**src/rtl/argon_mem_ctrl.sv**
```systemverilog
// argon_mem_ctrl: core load/store port onto a single-port word RAM.
// Aligns store lanes, extends load results and rejects illegal accesses.
module argon_mem_ctrl #(
    parameter int unsigned WAIT_STATES = 0,
    parameter int unsigned RAM_AW      = 30
) (
    input  logic              sys_clk,
    input  logic              i_reset,
    input  logic              i_req,
    input  logic [31:0]       i_addr,
    input  logic [31:0]       i_wr_data,
    input  logic [2:0]        i_rd_mask,
    input  logic [1:0]        i_wr_mask,
    output logic              o_ready,
    output logic [31:0]       o_rd_data,
    output logic              o_err,
    output logic              o_busy,
    output logic              o_ram_en,
    output logic              o_ram_we,
    output logic [3:0]        o_ram_be,
    output logic [RAM_AW-1:0] o_ram_addr,
    output logic [31:0]       o_ram_wdata,
    input  logic [31:0]       i_ram_rdata
);

    localparam logic [3:0] WS = 4'(WAIT_STATES);

    localparam logic [2:0] RD_NONE = 3'd0;
    localparam logic [2:0] RD_LBU  = 3'd1;
    localparam logic [2:0] RD_LB   = 3'd2;
    localparam logic [2:0] RD_LHU  = 3'd3;
    localparam logic [2:0] RD_LH   = 3'd4;
    localparam logic [2:0] RD_LW   = 3'd5;

    localparam logic [1:0] WR_NONE = 2'd0;
    localparam logic [1:0] WR_SB   = 2'd1;
    localparam logic [1:0] WR_SH   = 2'd2;
    localparam logic [1:0] WR_SW   = 2'd3;

    typedef enum logic [1:0] {
        IDLE,
        ACCESS,
        CAPTURE,
        DONE
    } state_t;

    state_t      state;
    logic [3:0]  cnt;
    logic [1:0]  lane_q;
    logic [2:0]  rd_mask_q;

    logic        req_none;
    logic        req_illegal;
    logic        req_store;
    logic [3:0]  req_be;
    logic [31:0] req_wdata;
    logic [7:0]  ld_byte;
    logic [15:0] ld_half;
    logic [31:0] ld_data;

    // Request decode, evaluated against the live inputs in IDLE.
    always_comb begin
        req_none    = (i_rd_mask == RD_NONE) && (i_wr_mask == WR_NONE);
        req_store   = (i_wr_mask != WR_NONE);
        req_illegal = 1'b0;
        if ((i_rd_mask != RD_NONE) && (i_wr_mask != WR_NONE))
            req_illegal = 1'b1;
        if (i_rd_mask > RD_LW)
            req_illegal = 1'b1;
        if (((i_rd_mask == RD_LHU) || (i_rd_mask == RD_LH)) && i_addr[0])
            req_illegal = 1'b1;
        if ((i_rd_mask == RD_LW) && (i_addr[1:0] != 2'b00))
            req_illegal = 1'b1;
        if ((i_wr_mask == WR_SH) && i_addr[0])
            req_illegal = 1'b1;
        if ((i_wr_mask == WR_SW) && (i_addr[1:0] != 2'b00))
            req_illegal = 1'b1;
    end

    always_comb begin
        req_be    = 4'b1111;
        req_wdata = i_wr_data;
        unique case (i_wr_mask)
            WR_SB: begin
                req_be    = 4'b0001 << i_addr[1:0];
                req_wdata = {4{i_wr_data[7:0]}};
            end
            WR_SH: begin
                req_be    = i_addr[1] ? 4'b1100 : 4'b0011;
                req_wdata = {2{i_wr_data[15:0]}};
            end
            WR_SW: begin
                req_be    = 4'b1111;
                req_wdata = i_wr_data;
            end
            default: begin
                req_be    = 4'b1111;
                req_wdata = i_wr_data;
            end
        endcase
    end

    // Load lane select and extension from the RAM word.
    always_comb begin
        ld_byte = i_ram_rdata[{lane_q, 3'b000} +: 8];
        ld_half = lane_q[1] ? i_ram_rdata[31:16] : i_ram_rdata[15:0];
        ld_data = i_ram_rdata;
        unique case (rd_mask_q)
            RD_LBU:  ld_data = {24'd0, ld_byte};
            RD_LB:   ld_data = {{24{ld_byte[7]}}, ld_byte};
            RD_LHU:  ld_data = {16'd0, ld_half};
            RD_LH:   ld_data = {{16{ld_half[15]}}, ld_half};
            default: ld_data = i_ram_rdata;
        endcase
    end

    always_ff @(posedge sys_clk or posedge i_reset) begin
        if (i_reset) begin
            state       <= IDLE;
            cnt         <= 4'd0;
            lane_q      <= 2'b00;
            rd_mask_q   <= RD_NONE;
            o_ready     <= 1'b0;
            o_rd_data   <= 32'd0;
            o_err       <= 1'b0;
            o_busy      <= 1'b0;
            o_ram_en    <= 1'b0;
            o_ram_we    <= 1'b0;
            o_ram_be    <= 4'b0000;
            o_ram_addr  <= '0;
            o_ram_wdata <= 32'd0;
        end else begin
            o_ready <= 1'b0;
            unique case (state)
                IDLE: begin
                    if (i_req) begin
                        lane_q    <= i_addr[1:0];
                        rd_mask_q <= i_rd_mask;
                        o_busy    <= 1'b1;
                        if (req_illegal || req_none) begin
                            state     <= DONE;
                            o_ready   <= 1'b1;
                            o_err     <= req_illegal;
                            o_rd_data <= 32'd0;
                        end else begin
                            state       <= ACCESS;
                            cnt         <= 4'd0;
                            o_err       <= 1'b0;
                            o_ram_en    <= 1'b1;
                            o_ram_we    <= req_store;
                            o_ram_be    <= req_be;
                            o_ram_addr  <= i_addr[RAM_AW+1:2];
                            o_ram_wdata <= req_wdata;
                        end
                    end
                end
                ACCESS: begin
                    if (cnt == WS) begin
                        cnt      <= 4'd0;
                        o_ram_en <= 1'b0;
                        o_ram_we <= 1'b0;
                        o_ram_be <= 4'b0000;
                        if (rd_mask_q != RD_NONE) begin
                            state <= CAPTURE;
                        end else begin
                            state     <= DONE;
                            o_ready   <= 1'b1;
                            o_rd_data <= 32'd0;
                        end
                    end else begin
                        cnt <= cnt + 4'd1;
                    end
                end
                CAPTURE: begin
                    state     <= DONE;
                    o_ready   <= 1'b1;
                    o_rd_data <= ld_data;
                end
                DONE: begin
                    state  <= IDLE;
                    o_busy <= 1'b0;
                    o_err  <= 1'b0;
                end
                default: begin
                    state  <= IDLE;
                    o_busy <= 1'b0;
                end
            endcase
        end
    end

endmodule

```
**config.mk**
```make
export PLATFORM = sky130hd
export DESIGN_NAME = argon_mem_ctrl
export DESIGN_NICKNAME = d
export VERILOG_FILES = /design/src/rtl/argon_mem_ctrl.sv
export SDC_FILE = /design/constraint.sdc
export NUM_CORES = 1
export LEC_CHECK = 0
export ABC_AREA = 1
export BUFFER_PORTS_ARGS = -buffer_cell sky130_fd_sc_hd__buf_2
export CAP_MARGIN = 20
export CORE_ASPECT_RATIO = 0.8
export CORE_UTILIZATION = 51
export CTS_CLUSTER_SIZE = 14
export DETAILED_ROUTE_END_ITERATION = 8
export HOLD_SLACK_MARGIN = 0.05
export PLACE_DENSITY = 0.85
export SETUP_SLACK_MARGIN = 0.3
export SYNTH_ARGS = -nofsm -noshare
export SYNTH_HDL_FRONTEND = slang
export SYNTH_SLANG_ARGS = --single-unit
export TNS_END_PERCENT = 30
```
**constraint.sdc**
```tcl
create_clock -name sys_clk -period 5.3 [get_ports sys_clk]
set_input_delay 1.06 -clock sys_clk [delete_from_list [all_inputs] [get_ports sys_clk]]
set_output_delay 1.06 -clock sys_clk [all_outputs]
set_load 0.01 [all_outputs]
```
==> metrics.md <==
| Metric | Value |
|---|---|
| Antenna diodes | 0 |
| Commonest cells after routing, fill and taps aside | nand2_1 (334), buf_2 (206), dfrtp_1 (114) |
| Switching part of the total | 41.3% |
| Fraction of layout cells with a size suffix above 1 | around 28% |
| Largest clock skew in the final design | around 0.010 ns |
| Number of endpoints with negative hold slack in the final report | 0 |
| Starting Density | between 50 and 60% |
| Total power density per cell area | about 570 nW/um^2 |
| HPWL Detailed | about 11 mm |
| Maximum buffer depth of the clock tree | 2 |
| Synthesized cell area | about 6000 um^2 |
| Total wirelength of the detailed-routed design | between 15 and 20 mm |
| Synthesis Warnings | 0 |
| Proportion of power drawn by flip-flops and latches | between 30% and 40% |
| Standard cell core area | 11100 um^2 |
| Fill count | 931 |
| Most common cell after layout, fill and taps aside | nand2_1 |
| Clock H-tree levels | 4 |
| Worst-path fanout max | 21 |
| Chain of cells forming the critical path | buf_2 > inv_1 > ha_1 > clkinv_1 > a21oi_1 > a22oi_1 > o21ai_1 |
| Leakage power | approximately 4.4 nW |
| Clock group share of total power | between 20% and 30% |
| Average routed wire per standard cell | 14.0 um |
| Clock Sinks | approximately 110 |
| Worst slew slack as a fraction of its limit | between 40% and 50% |
| Startpoint type of the worst setup path | input port |
| Start point of the critical path | i_wr_mask[0] |
| Highest clock frequency the design can meet | 305 MHz |
| Max-cap viol count | 0 |
| First-pass detailed-route iteration total | 5 |
| Number of placement rows | 34 |
| Area share of the largest cell type after synthesis | a little under half |
| Share of the yosys chip area belonging to registers | a little under half |
| Overall via count from detail_route | slightly below 6000 |
| Status | finished, final reports clean |
| CP Data Arrival Time | approximately 3.6 ns |
| Cell type contributing the most total cell area after synthesis | dfrtp_1 |
| Largest voltage drop on the vdd net | between 0.0002 and 0.0003 V |
| Worst setup slack before clock tree synthesis | 1.73 ns |
| Class of the worst hold path | register to register |
| CP required | 5.62 ns |
| Net total in the final layout | about 1100 |
| TritonCTS Buffers | 17 |
| Startpoint of the most critical register-to-register path | state[0] |
| Min setup slack post-route | 2.03 ns |
| Top post-synthesis cells by area | dfrtp_1 (48%), nand2_1 (21%), inv_1 (4.5%) |
| Period utilization | between 60% and 70% |
| Net count of the mapped netlist | ~900 |
| Hold-fix buffer count after cts | 0 |
| Slowest cell on the critical path | a21oi_1 |
| Count of buffers from port buffering | around 210 |
| Root cell of the clock tree | clkbuf_16 |
| Die area | about 12000 um^2 |
| Post-cts repair resize count | 0 |
| Clock Latency Late Sink | a little over 0.4 ns |
| # IOs | about 210 |
| Critical path class | input port to register |
| Clock slew at the register clock pins of the worst setup and hold paths | about 0.06 ns |
| Number of antenna violations at the first check in global routing | 0 |
| Global-route wire length before repair | about 26 mm |
| Longest individual stage delay on the worst path | 0.77 ns |
| Final Setup Violations | 0 |
| Min-Delay Startpoint | o_ram_be[2] |
| Power, Total | ~0.0044 W |
| Syn avg cell area | 7.66 um^2 |
| Slew at the pin closest to its max-slew limit | between 0.8 and 0.9 ns |
| Max-slew violation total from the final report | 0 |
| Comb pwr share | roughly two fifths |
| Remaining antenna violation count after routing | 0 |
| DIE WIDTH | between 100 and 150 um |
| Post-synthesis cell type count | 37 |
| Number of design-rule violations left by the first detailed-router iteration | about 620 |
| Post-route core utilization | 68.7% |
| RSZ-0062 raised after global routing | false |
| Detailed-route vias per instance | 5.13 |
| Overall overflow remaining after global route | 0 |
| Largest net degree at the start of global routing | 84 |
| Synthesis-stage register bit count | 114 |
| Remaining DRCs | 0 |
| Clock tree from TritonCTS | done |
| Cell Int Power | 0.00256 W |
| Via count of the first global-routing pass | between 5000 and 6000 |
| Post-Synthesis Cells | about 780 |
| Net load switching power | around 0.0018 W |
| Die Ht | ~99 um |
| Post-CTS setup-driven buffer insertion count | 0 |
| Crit. End Element | register |
| Accumulated negative setup slack | 0 ns |
| Placer's final routability congestion estimate | between 0.8 and 0.9 |
| Overall fraction of global-route tracks in use | around 27% |
| Syn-to-layout area delta | 28.0% |
| Clock period minus final worst setup slack | between 3 and 4 ns |
## registers in the layout, indices dropped and copies added, names as in the netlist, 2 cells and up
| register | flops |
|---|---|
| cnt | 4 |
| o_ram_wdata | 32 |
| state | 2 |
| o_ram_be | 4 |
| o_ram_addr | 30 |
| o_rd_data | 32 |
| lane_q | 2 |
| rd_mask_q | 3 |
## layout make-up
class | instances | area [um^2] | area share [%]
clock buffers | 19 | 433 | 5.65
clock inverters | 13 | 161 | 2.11
inverters | 79 | 302 | 3.94
multi-input cells | 551 | 2630 | 34.3
flip-flops and latches | 114 | 2850 | 37.2
well taps | 144 | 180 | 2.35
repair buffers | 211 | 1110 | 14.4
## path summary, 6_finish.rpt
check,to,slack (ns),depth (start not counted)
setup / recovery,o_ram_wdata[19],2.03,7
hold / removal,o_ram_be[2],0.46,2
setup reg to reg,o_ram_addr[16],2.37,8
hold reg to reg,o_ram_be[2],0.46,2
max in group asynchronous,o_ram_wdata[3],3.81,3
min in group asynchronous,o_ram_addr[3],0.67,2
## cells in the mapped netlist, drive strengths merged
cell type / count
dfrtp: 114
nand3: 62
o311ai: 3
nand4: 3
clkbuf: 9
a2111oi: 1
inv: 76
buf: 28
o211ai: 1
a31oi: 1
o21ai: 80
clkinv: 3
o22ai: 9
xor2: 1
nand2: 337
nand3b: 2
a21oi: 13
a22oi: 8
and2: 1
ha: 10
nor2: 19
## kinds of logic (layout without fill, tap and decap cells)
logic type / count (synthesis) / after routing / synth area share, %
xor+xnor: 1 / 1 / 0.146
simple gates: 424 / 424 / 30.3
flops: 114 / 114 / 47.7
fa+ha+maj: 10 / 10 / 2.09
buf+inv: 116 / 322 / 8.63
compound gates: 116 / 116 / 11.2
## per-layer routing
| metal | global-route usage (%) | up-vias | wire length, um |
|---|---|---|---|
| met1 | 37.5 | 2624 | 6950 |
| met2 | 42.3 | 260 | 7270 |
| met3 | 6.08 | 35 | 1130 |
| li1 | - | 2882 | - |
| met5 | 0 | - | 0 |
| met4 | 10.8 | 0 | 458 |
## worst max-delay path: cells and delay by family
kind | cells | cell delay [ns]
compound gates | 3 | 1.12
fa+ha+maj | 1 | 0.65
buf+inv | 3 | 0.75
## per-stage QoR
step	std cells	hold slack [ns]	area (um^2)
finish	1131	0.464	7660
CTS	1129	0.469	7610
detailed placement	1097	0.456	7010
global placement	1097	0.454	7010
global route	1131	0.498	7660
floorplan	781	0.509	5990
## power groups by stage
stage,Clock (W),Combinational (W),Sequential [W]
after floorplan,0,0.00122,0.00147
after global placement,0,0.00175,0.00138
after detailed placement,0,0.00179,0.00138
after CTS,0.00116,0.00180,0.00138
after global routing,0.00121,0.00205,0.00142
final,0.00115,0.00183,0.00138
Power figures use the tool's default switching activity.
